[src/rtl/mem_port_requester_if.sv]
// Signal bundle between a cache controller, mem_port_requester and its memory-bus port.
// master = the requester block itself; slave = whatever drives it (controller + responder).
interface mem_port_requester_if #(
    parameter int DATA_SIZE = 2,
    parameter int ADDR_W    = 14
);
    logic                   core_req_valid;
    logic                   core_req_ready;
    logic                   core_req_we;
    logic [ADDR_W-1:0]      core_req_addr;
    logic [DATA_SIZE*8-1:0] core_req_wdata;
    logic                   core_rsp_valid;
    logic                   core_rsp_ready;
    logic                   core_rsp_we;
    logic [DATA_SIZE*8-1:0] core_rsp_rdata;
    logic                   core_rsp_err;
    logic                   processor_req;
    logic                   mem_read_req;
    logic                   mem_write_req;
    logic [ADDR_W-1:0]      addr;
    logic [DATA_SIZE*8-1:0] mem_write_data;
    logic [DATA_SIZE*8-1:0] mem_read_data;
    logic                   processor_resp;
    logic                   busy;

    modport master (
        input  core_req_valid, core_req_we, core_req_addr, core_req_wdata,
        input  core_rsp_ready, mem_read_data, processor_resp,
        output core_req_ready, core_rsp_valid, core_rsp_we, core_rsp_rdata, core_rsp_err,
        output processor_req, mem_read_req, mem_write_req, addr, mem_write_data, busy
    );

    modport slave (
        output core_req_valid, core_req_we, core_req_addr, core_req_wdata,
        output core_rsp_ready, mem_read_data, processor_resp,
        input  core_req_ready, core_rsp_valid, core_rsp_we, core_rsp_rdata, core_rsp_err,
        input  processor_req, mem_read_req, mem_write_req, addr, mem_write_data, busy
    );
endinterface

[src/rtl/mem_port_requester.sv]
// Buffers load/store commands in a small FIFO and issues them one at a time on the
// shared memory bus, returning a completion (or a timeout error) to the cache controller.
module mem_port_requester #(
    parameter int DATA_SIZE  = 2,
    parameter int ADDR_W     = 14,
    parameter int FIFO_DEPTH = 4,
    parameter int TIMEOUT    = 32
) (
    input logic clk,
    input logic reset,
    mem_port_requester_if.master bus
);
    localparam int DW = DATA_SIZE * 8;
    localparam int PW = $clog2(FIFO_DEPTH);
    localparam int TW = $clog2(TIMEOUT);
    localparam logic [PW:0]   DEPTH_C = (PW + 1)'(FIFO_DEPTH);
    localparam logic [TW-1:0] TLAST_C = TW'(TIMEOUT - 1);

    localparam logic [1:0] IDLE  = 2'd0;
    localparam logic [1:0] ISSUE = 2'd1;
    localparam logic [1:0] RESP  = 2'd2;

    logic [ADDR_W-1:0] fifo_addr  [FIFO_DEPTH];
    logic              fifo_we    [FIFO_DEPTH];
    logic [DW-1:0]     fifo_wdata [FIFO_DEPTH];

    logic [PW-1:0]     wr_ptr_q, rd_ptr_q;
    logic [PW:0]       count_q, count_d;
    logic [1:0]        state_q, state_d;
    logic [TW-1:0]     tcnt_q, tcnt_d;
    logic [ADDR_W-1:0] cmd_addr_q, cmd_addr_d;
    logic              cmd_we_q, cmd_we_d;
    logic [DW-1:0]     cmd_wdata_q, cmd_wdata_d;
    logic [DW-1:0]     rsp_rdata_q, rsp_rdata_d;
    logic              rsp_err_q, rsp_err_d;

    logic req_ready, push, pop, in_issue, in_resp;

    // Ready looks only at the count, so a same-cycle pop never lets a full FIFO accept.
    assign req_ready = (count_q < DEPTH_C);
    assign push      = bus.core_req_valid && req_ready;
    assign pop       = (state_q == IDLE) && (count_q != '0);
    assign in_issue  = (state_q == ISSUE);
    assign in_resp   = (state_q == RESP);

    always_comb begin
        count_d = count_q;
        if (push && !pop)
            count_d = count_q + 1'b1;
        else if (pop && !push)
            count_d = count_q - 1'b1;
    end

    // NOTE: FIFO storage is not reset; count and pointers alone decide which entries are valid.
    always_ff @(posedge clk) begin
        if (push) begin
            fifo_addr[wr_ptr_q]  <= bus.core_req_addr;
            fifo_we[wr_ptr_q]    <= bus.core_req_we;
            fifo_wdata[wr_ptr_q] <= bus.core_req_wdata;
        end
    end

    // NOTE: every next-state value gets a default first, so no path can infer a latch.
    always_comb begin
        state_d     = state_q;
        tcnt_d      = tcnt_q;
        cmd_addr_d  = cmd_addr_q;
        cmd_we_d    = cmd_we_q;
        cmd_wdata_d = cmd_wdata_q;
        rsp_rdata_d = rsp_rdata_q;
        rsp_err_d   = rsp_err_q;
        case (state_q)
            IDLE: begin
                if (pop) begin
                    cmd_addr_d  = fifo_addr[rd_ptr_q];
                    cmd_we_d    = fifo_we[rd_ptr_q];
                    cmd_wdata_d = fifo_wdata[rd_ptr_q];
                    tcnt_d      = '0;
                    state_d     = ISSUE;
                end
            end
            ISSUE: begin
                tcnt_d = tcnt_q + 1'b1;
                if (bus.processor_resp) begin
                    rsp_rdata_d = cmd_we_q ? '0 : bus.mem_read_data;
                    rsp_err_d   = 1'b0;
                    state_d     = RESP;
                end else if (tcnt_q == TLAST_C) begin
                    rsp_rdata_d = '0;
                    rsp_err_d   = 1'b1;
                    state_d     = RESP;
                end
            end
            RESP: begin
                if (bus.core_rsp_ready)
                    state_d = IDLE;
            end
            default: state_d = IDLE;
        endcase
    end

    // NOTE: sequential state uses non-blocking assignments so all registers update together.
    always_ff @(posedge clk) begin
        if (reset) begin
            wr_ptr_q    <= '0;
            rd_ptr_q    <= '0;
            count_q     <= '0;
            state_q     <= IDLE;
            tcnt_q      <= '0;
            cmd_addr_q  <= '0;
            cmd_we_q    <= 1'b0;
            cmd_wdata_q <= '0;
            rsp_rdata_q <= '0;
            rsp_err_q   <= 1'b0;
        end else begin
            if (push) wr_ptr_q <= wr_ptr_q + 1'b1;
            if (pop)  rd_ptr_q <= rd_ptr_q + 1'b1;
            count_q     <= count_d;
            state_q     <= state_d;
            tcnt_q      <= tcnt_d;
            cmd_addr_q  <= cmd_addr_d;
            cmd_we_q    <= cmd_we_d;
            cmd_wdata_q <= cmd_wdata_d;
            rsp_rdata_q <= rsp_rdata_d;
            rsp_err_q   <= rsp_err_d;
        end
    end

    // Bus and response outputs are decoded from the state so they are zero outside their phase.
    assign bus.core_req_ready = req_ready;
    assign bus.processor_req  = in_issue;
    assign bus.mem_read_req   = in_issue && !cmd_we_q;
    assign bus.mem_write_req  = in_issue && cmd_we_q;
    assign bus.addr           = in_issue ? cmd_addr_q : '0;
    assign bus.mem_write_data = (in_issue && cmd_we_q) ? cmd_wdata_q : '0;
    assign bus.core_rsp_valid = in_resp;
    assign bus.core_rsp_we    = in_resp && cmd_we_q;
    assign bus.core_rsp_rdata = in_resp ? rsp_rdata_q : '0;
    assign bus.core_rsp_err   = in_resp && rsp_err_q;
    assign bus.busy           = (count_q != '0) || (state_q != IDLE);
endmodule

[src/flat_wrapper.sv]
// flat-port wrapper written by rule: the top's interface ports become plain ports
module mem_port_requester_flat 
#(
    parameter int DATA_SIZE  = 2,
    parameter int ADDR_W     = 14,
    parameter int FIFO_DEPTH = 4,
    parameter int TIMEOUT    = 32
)
  (clk, reset, bus_core_req_valid, bus_core_req_we, bus_core_req_addr, bus_core_req_wdata, bus_core_rsp_ready, bus_mem_read_data, bus_processor_resp, bus_core_req_ready, bus_core_rsp_valid, bus_core_rsp_we, bus_core_rsp_rdata, bus_core_rsp_err, bus_processor_req, bus_mem_read_req, bus_mem_write_req, bus_addr, bus_mem_write_data, bus_busy);
  mem_port_requester_if #(.DATA_SIZE(DATA_SIZE), .ADDR_W(ADDR_W)) bus_i ();
  input logic clk;
  input logic reset;
  input wire logic [$bits(bus_i.core_req_valid)-1:0] bus_core_req_valid;
  input wire logic [$bits(bus_i.core_req_we)-1:0] bus_core_req_we;
  input wire logic [$bits(bus_i.core_req_addr)-1:0] bus_core_req_addr;
  input wire logic [$bits(bus_i.core_req_wdata)-1:0] bus_core_req_wdata;
  input wire logic [$bits(bus_i.core_rsp_ready)-1:0] bus_core_rsp_ready;
  input wire logic [$bits(bus_i.mem_read_data)-1:0] bus_mem_read_data;
  input wire logic [$bits(bus_i.processor_resp)-1:0] bus_processor_resp;
  output wire logic [$bits(bus_i.core_req_ready)-1:0] bus_core_req_ready;
  output wire logic [$bits(bus_i.core_rsp_valid)-1:0] bus_core_rsp_valid;
  output wire logic [$bits(bus_i.core_rsp_we)-1:0] bus_core_rsp_we;
  output wire logic [$bits(bus_i.core_rsp_rdata)-1:0] bus_core_rsp_rdata;
  output wire logic [$bits(bus_i.core_rsp_err)-1:0] bus_core_rsp_err;
  output wire logic [$bits(bus_i.processor_req)-1:0] bus_processor_req;
  output wire logic [$bits(bus_i.mem_read_req)-1:0] bus_mem_read_req;
  output wire logic [$bits(bus_i.mem_write_req)-1:0] bus_mem_write_req;
  output wire logic [$bits(bus_i.addr)-1:0] bus_addr;
  output wire logic [$bits(bus_i.mem_write_data)-1:0] bus_mem_write_data;
  output wire logic [$bits(bus_i.busy)-1:0] bus_busy;
  assign bus_i.core_req_valid = bus_core_req_valid;
  assign bus_i.core_req_we = bus_core_req_we;
  assign bus_i.core_req_addr = bus_core_req_addr;
  assign bus_i.core_req_wdata = bus_core_req_wdata;
  assign bus_i.core_rsp_ready = bus_core_rsp_ready;
  assign bus_i.mem_read_data = bus_mem_read_data;
  assign bus_i.processor_resp = bus_processor_resp;
  assign bus_core_req_ready = bus_i.core_req_ready;
  assign bus_core_rsp_valid = bus_i.core_rsp_valid;
  assign bus_core_rsp_we = bus_i.core_rsp_we;
  assign bus_core_rsp_rdata = bus_i.core_rsp_rdata;
  assign bus_core_rsp_err = bus_i.core_rsp_err;
  assign bus_processor_req = bus_i.processor_req;
  assign bus_mem_read_req = bus_i.mem_read_req;
  assign bus_mem_write_req = bus_i.mem_write_req;
  assign bus_addr = bus_i.addr;
  assign bus_mem_write_data = bus_i.mem_write_data;
  assign bus_busy = bus_i.busy;
  mem_port_requester #(.DATA_SIZE(DATA_SIZE), .ADDR_W(ADDR_W), .FIFO_DEPTH(FIFO_DEPTH), .TIMEOUT(TIMEOUT)) u_core (.clk(clk), .reset(reset), .bus(bus_i));
endmodule
[config.mk]
export PLATFORM = sky130hd
export DESIGN_NAME = mem_port_requester_flat
export DESIGN_NICKNAME = d
export VERILOG_FILES = /design/src/rtl/mem_port_requester_if.sv /design/src/rtl/mem_port_requester.sv /design/src/flat_wrapper.sv
export SDC_FILE = /design/constraint.sdc
export NUM_CORES = 1
export LEC_CHECK = 0
export ABC_AREA = 0
export ABC_CLOCK_PERIOD_IN_PS = 7000
export CORE_AREA = 5 5 163 165
export CTS_CLUSTER_SIZE = 20
export DETAILED_ROUTE_END_ITERATION = 12
export DIE_AREA = 0 0 168 170
export MAX_ROUTING_LAYER = met4
export SLEW_MARGIN = 20
export SYNTH_ARGS = -nofsm -noshare
export SYNTH_HDL_FRONTEND = slang
export SYNTH_SLANG_ARGS = --single-unit
[constraint.sdc]
create_clock -name clk -period 7 [get_ports clk]
set_clock_uncertainty 0.15 [all_clocks]
set_input_delay 1.4 -clock clk [delete_from_list [all_inputs] [get_ports clk]]
set_output_delay 1.4 -clock clk [all_outputs]
set_load 0.02 [all_outputs]
==> flow_metrics.env <==
export IMPL_viasPerCell=4.66
export IMPL_slew_headroom_pct=27.2
export IMPL_avgSynthCellArea_um2=16.1
export IMPL_grtUsageTotal_pct=11.9
export IMPL_p_comb_share_pct=24.0
export IMPL_postCtsHoldBufs=0
export IMPL_core_mm2=0.0249
export IMPL_timing_final_ws_setup_ns=2.38
export IMPL_p_sw_w=0.000959
export IMPL_pin_count=106
export IMPL_synth_seq_cells=186
export IMPL_r2r_start="u_core.state_q[0]"
export IMPL_path_class="flip-flop to output port"
export IMPL_drcViolationCount=0
export IMPL_crit_path_end_kind="output port"
export IMPL_worst_r2r_path_depth=4
export IMPL_worstSetupStartpoint="u_core.state_q[0]"
export IMPL_synth_cells=454
export IMPL_cp_slowest_stage_delay_ns=0.88
export IMPL_path_depth=4
export IMPL_syn2layout_area_growth_pct=25.6
export IMPL_drt_pass1_iter_count=5
export IMPL_synth_area_mm2=0.00731
export IMPL_drv_slew=0
export IMPL_hold_end="u_core.rsp_err_q"
export IMPL_holdPathStages=2
export IMPL_finalPower_w=0.00319
export IMPL_dp_cells=859
export IMPL_status="completed"
export IMPL_slowest_stage="inv_2"
export IMPL_rr_endpoint="u_core.rsp_err_q"
export IMPL_cp_top_family="buffers and inverters"
export IMPL_dp_hpwl_mm=9.98
export IMPL_syn_nets=514
export IMPL_place_ws_ns=2.84
export IMPL_cts_repair_resized=0
export IMPL_seqPwrFrac_pct=46.6
export IMPL_port_buffers=105
export IMPL_grt_max_degree=56
export IMPL_min_period_ns=4.62
export IMPL_power_share_switching_pct=30.0
export IMPL_gp_congestion=0.751
export IMPL_clock_path_buffers=2
export IMPL_ys_seq_area_share_pct=67.9
export IMPL_dieArea_mm2=0.0286
export IMPL_ant_nets=0
export IMPL_row_count=58
export IMPL_required_ns=5.45
export IMPL_grt_ovfl_total=0
export IMPL_num_vias=4158
export IMPL_cts_made_buffers=17
export IMPL_hold_viol=0
export IMPL_setup_viol=0
export IMPL_cts_tree="yes"
export IMPL_min_delay_path_class="flip-flop to flip-flop"
export IMPL_cts_sinks=186
export IMPL_grt_pass1_wl_mm=25.4
export IMPL_synth_ff_type="edfxtp_1"
export IMPL_setup_tns_ns=0
export IMPL_synthArstFlopShare_pct=0
export IMPL_crit_path_cell_trace="nand2b_1 > inv_2 > and3_1 > clkdlybuf4s50_1"
export IMPL_startpoint_type="flip-flop"
export IMPL_power_leakage_nw=3.07
export IMPL_crit_path_max_fanout=55
export IMPL_p_clk_share_pct=29.3
export IMPL_insertion_delay_ns=0.43
export IMPL_fillers=2309
export IMPL_drt_initial_drc_count=282
export IMPL_nNetsFinal=608
export IMPL_synthDistinctLibCells=44
export IMPL_worst_pin_slew_ns=1.09
export IMPL_synth_edf_count=124
export IMPL_max_freq_mhz=216
export IMPL_final_cells=892
export IMPL_antenna_found_initial=2
export IMPL_layout_common_cells="edfxtp_1 (124), clkdlybuf4s50_1 (105), dfxtp_1 (60)"
export IMPL_r2r_slack_ns=4.43
export IMPL_cts_root_buf="clkbuf_16"
export IMPL_drive_gt1_share_pct=14.3
export IMPL_cts_max_level=4
export IMPL_synth_warning_count=0
export IMPL_layout_commonest_cell="edfxtp_1"
export IMPL_crit_buf_inv=2
export IMPL_rsz0062_at_grt="false"
export IMPL_maxCapViolations=0
export IMPL_die_w_um=168
export IMPL_path_clk_slew_ns=0.07
export IMPL_power_density_mw_per_mm2=348
export IMPL_ir_drop_uv=158
export IMPL_min_period_over_period_pct=66.0
export IMPL_start_util_pct=29.4
export IMPL_routedWlPerCell_um=18.3
export IMPL_hold_start="u_core.rsp_err_q"
export IMPL_p_int_w=0.00224
export IMPL_cts_setup_buffers=0
export IMPL_arrival_ns=3.07
export IMPL_wirelength_mm=16.3
export IMPL_die_h_um=170
export IMPL_grt_pass1_vias=4442
layout make-up:
| type | count | area, µm² | area share (%) |
|---|---|---|---|
| antenna | 1 | 2.50 | 0.0273 |
| clock buffer | 18 | 439 | 4.78 |
| clock inverter | 14 | 143 | 1.55 |
| inverter | 6 | 22.5 | 0.245 |
| multi-input combinational | 228 | 2110 | 23.0 |
| sequential | 186 | 4970 | 54.1 |
| tap | 330 | 413 | 4.50 |
| timing repair buffer | 109 | 1080 | 11.8 |
synthesized netlist by cell type (2+ instances only):
cell | count | share of area, %
nor3_4 | 2 | 0.45
o211ai_1 | 2 | 0.21
xor2_1 | 2 | 0.24
dfxtp_1 | 62 | 17
a22o_1 | 25 | 3.0
and3_1 | 17 | 1.5
or3_1 | 3 | 0.26
buf_6 | 7 | 1.1
ha_1 | 7 | 1.2
buf_2 | 5 | 0.34
edfxtp_1 | 124 | 51
and2_1 | 37 | 3.2
a21oi_1 | 22 | 1.5
nand4b_1 | 16 | 1.9
mux4_2 | 27 | 8.3
clkbuf_1 | 17 | 0.87
a22o_2 | 6 | 0.82
nor2_1 | 8 | 0.41
nand3_1 | 2 | 0.14
o21ai_0 | 22 | 1.5
nand2_1 | 5 | 0.26
inv_1 | 5 | 0.26
mux4_1 | 4 | 1.4
nand2b_1 | 3 | 0.26
mux2i_1 | 2 | 0.27
nor2b_1 | 3 | 0.26
dlymetal6s2s_1 | 2 | 0.34
kinds of logic after synthesis:
logic type	Yosys count	synth area share [%]
AO/OA/AOI/OAI	84	7.89
XOR/XNOR	3	0.360
adder cells (fa/ha/maj)	8	1.47
buffers and inverters	40	3.30
flip-flops	186	67.9
multiplexers	34	10.2
AND/OR/NAND/NOR	99	8.87
tightest hold or removal path, delay by kind of cell, from the launching register on:
kind | cells | cell delay (ns)
compound gates | 1 | 0.06
buf+inv | 1 | 0.05
flops | 1 | 0.31
flip-flops by register name (all words and copies together), names as in the netlist, 3 cells and up:
signal / count
u_core.fifo_addr: 56
u_core.count_q: 3
u_core.rsp_rdata_q: 16
u_core.fifo_wdata: 64
u_core.cmd_addr_q: 14
u_core.fifo_we: 4
u_core.tcnt_q: 5
u_core.cmd_wdata_q: 16
per-layer routing:
metal  part of all wire [%]  GRT usage (%)
met5                      0              -
met4                    1.2           3.03
met1                     44           14.4
met3                    5.5           3.65
met2                     49           19.6
power by group through the flow:
stage	clock network [W]	logic [W]	registers, W
after global routing	0.00101	0.000843	0.00152
after global placement	0	0.000760	0.00151
final	0.000938	0.000768	0.00149
after detailed placement	0	0.000784	0.00152
after CTS	0.000958	0.000787	0.00149
after floorplan	0	0.000629	0.00143
per-stage QoR:
stage / utilization (%) / instance area (µm²) / hold WS [ns]
floorplan: - / 7310 / 0.284
global placement: 34.5 / 8590 / 0.300
detailed placement: 34.5 / 8590 / 0.311
CTS: 36.9 / 9170 / 0.322
global route: 36.9 / 9180 / 0.340
finish: 36.9 / 9180 / 0.320
worst max-delay path by stage:
stage          slack [ns]                    end
2_1_floorplan        3.85      u_core.count_q[2]
4_1_cts              2.36  bus_mem_write_data[5]
5_1_grt              2.11  bus_mem_write_data[5]
3_3_place_gp         3.00  bus_mem_write_data[5]
3_5_place_dp         2.84  bus_mem_write_data[5]
6_report             2.38  bus_mem_write_data[5]
Power figures use the tool's default switching activity.
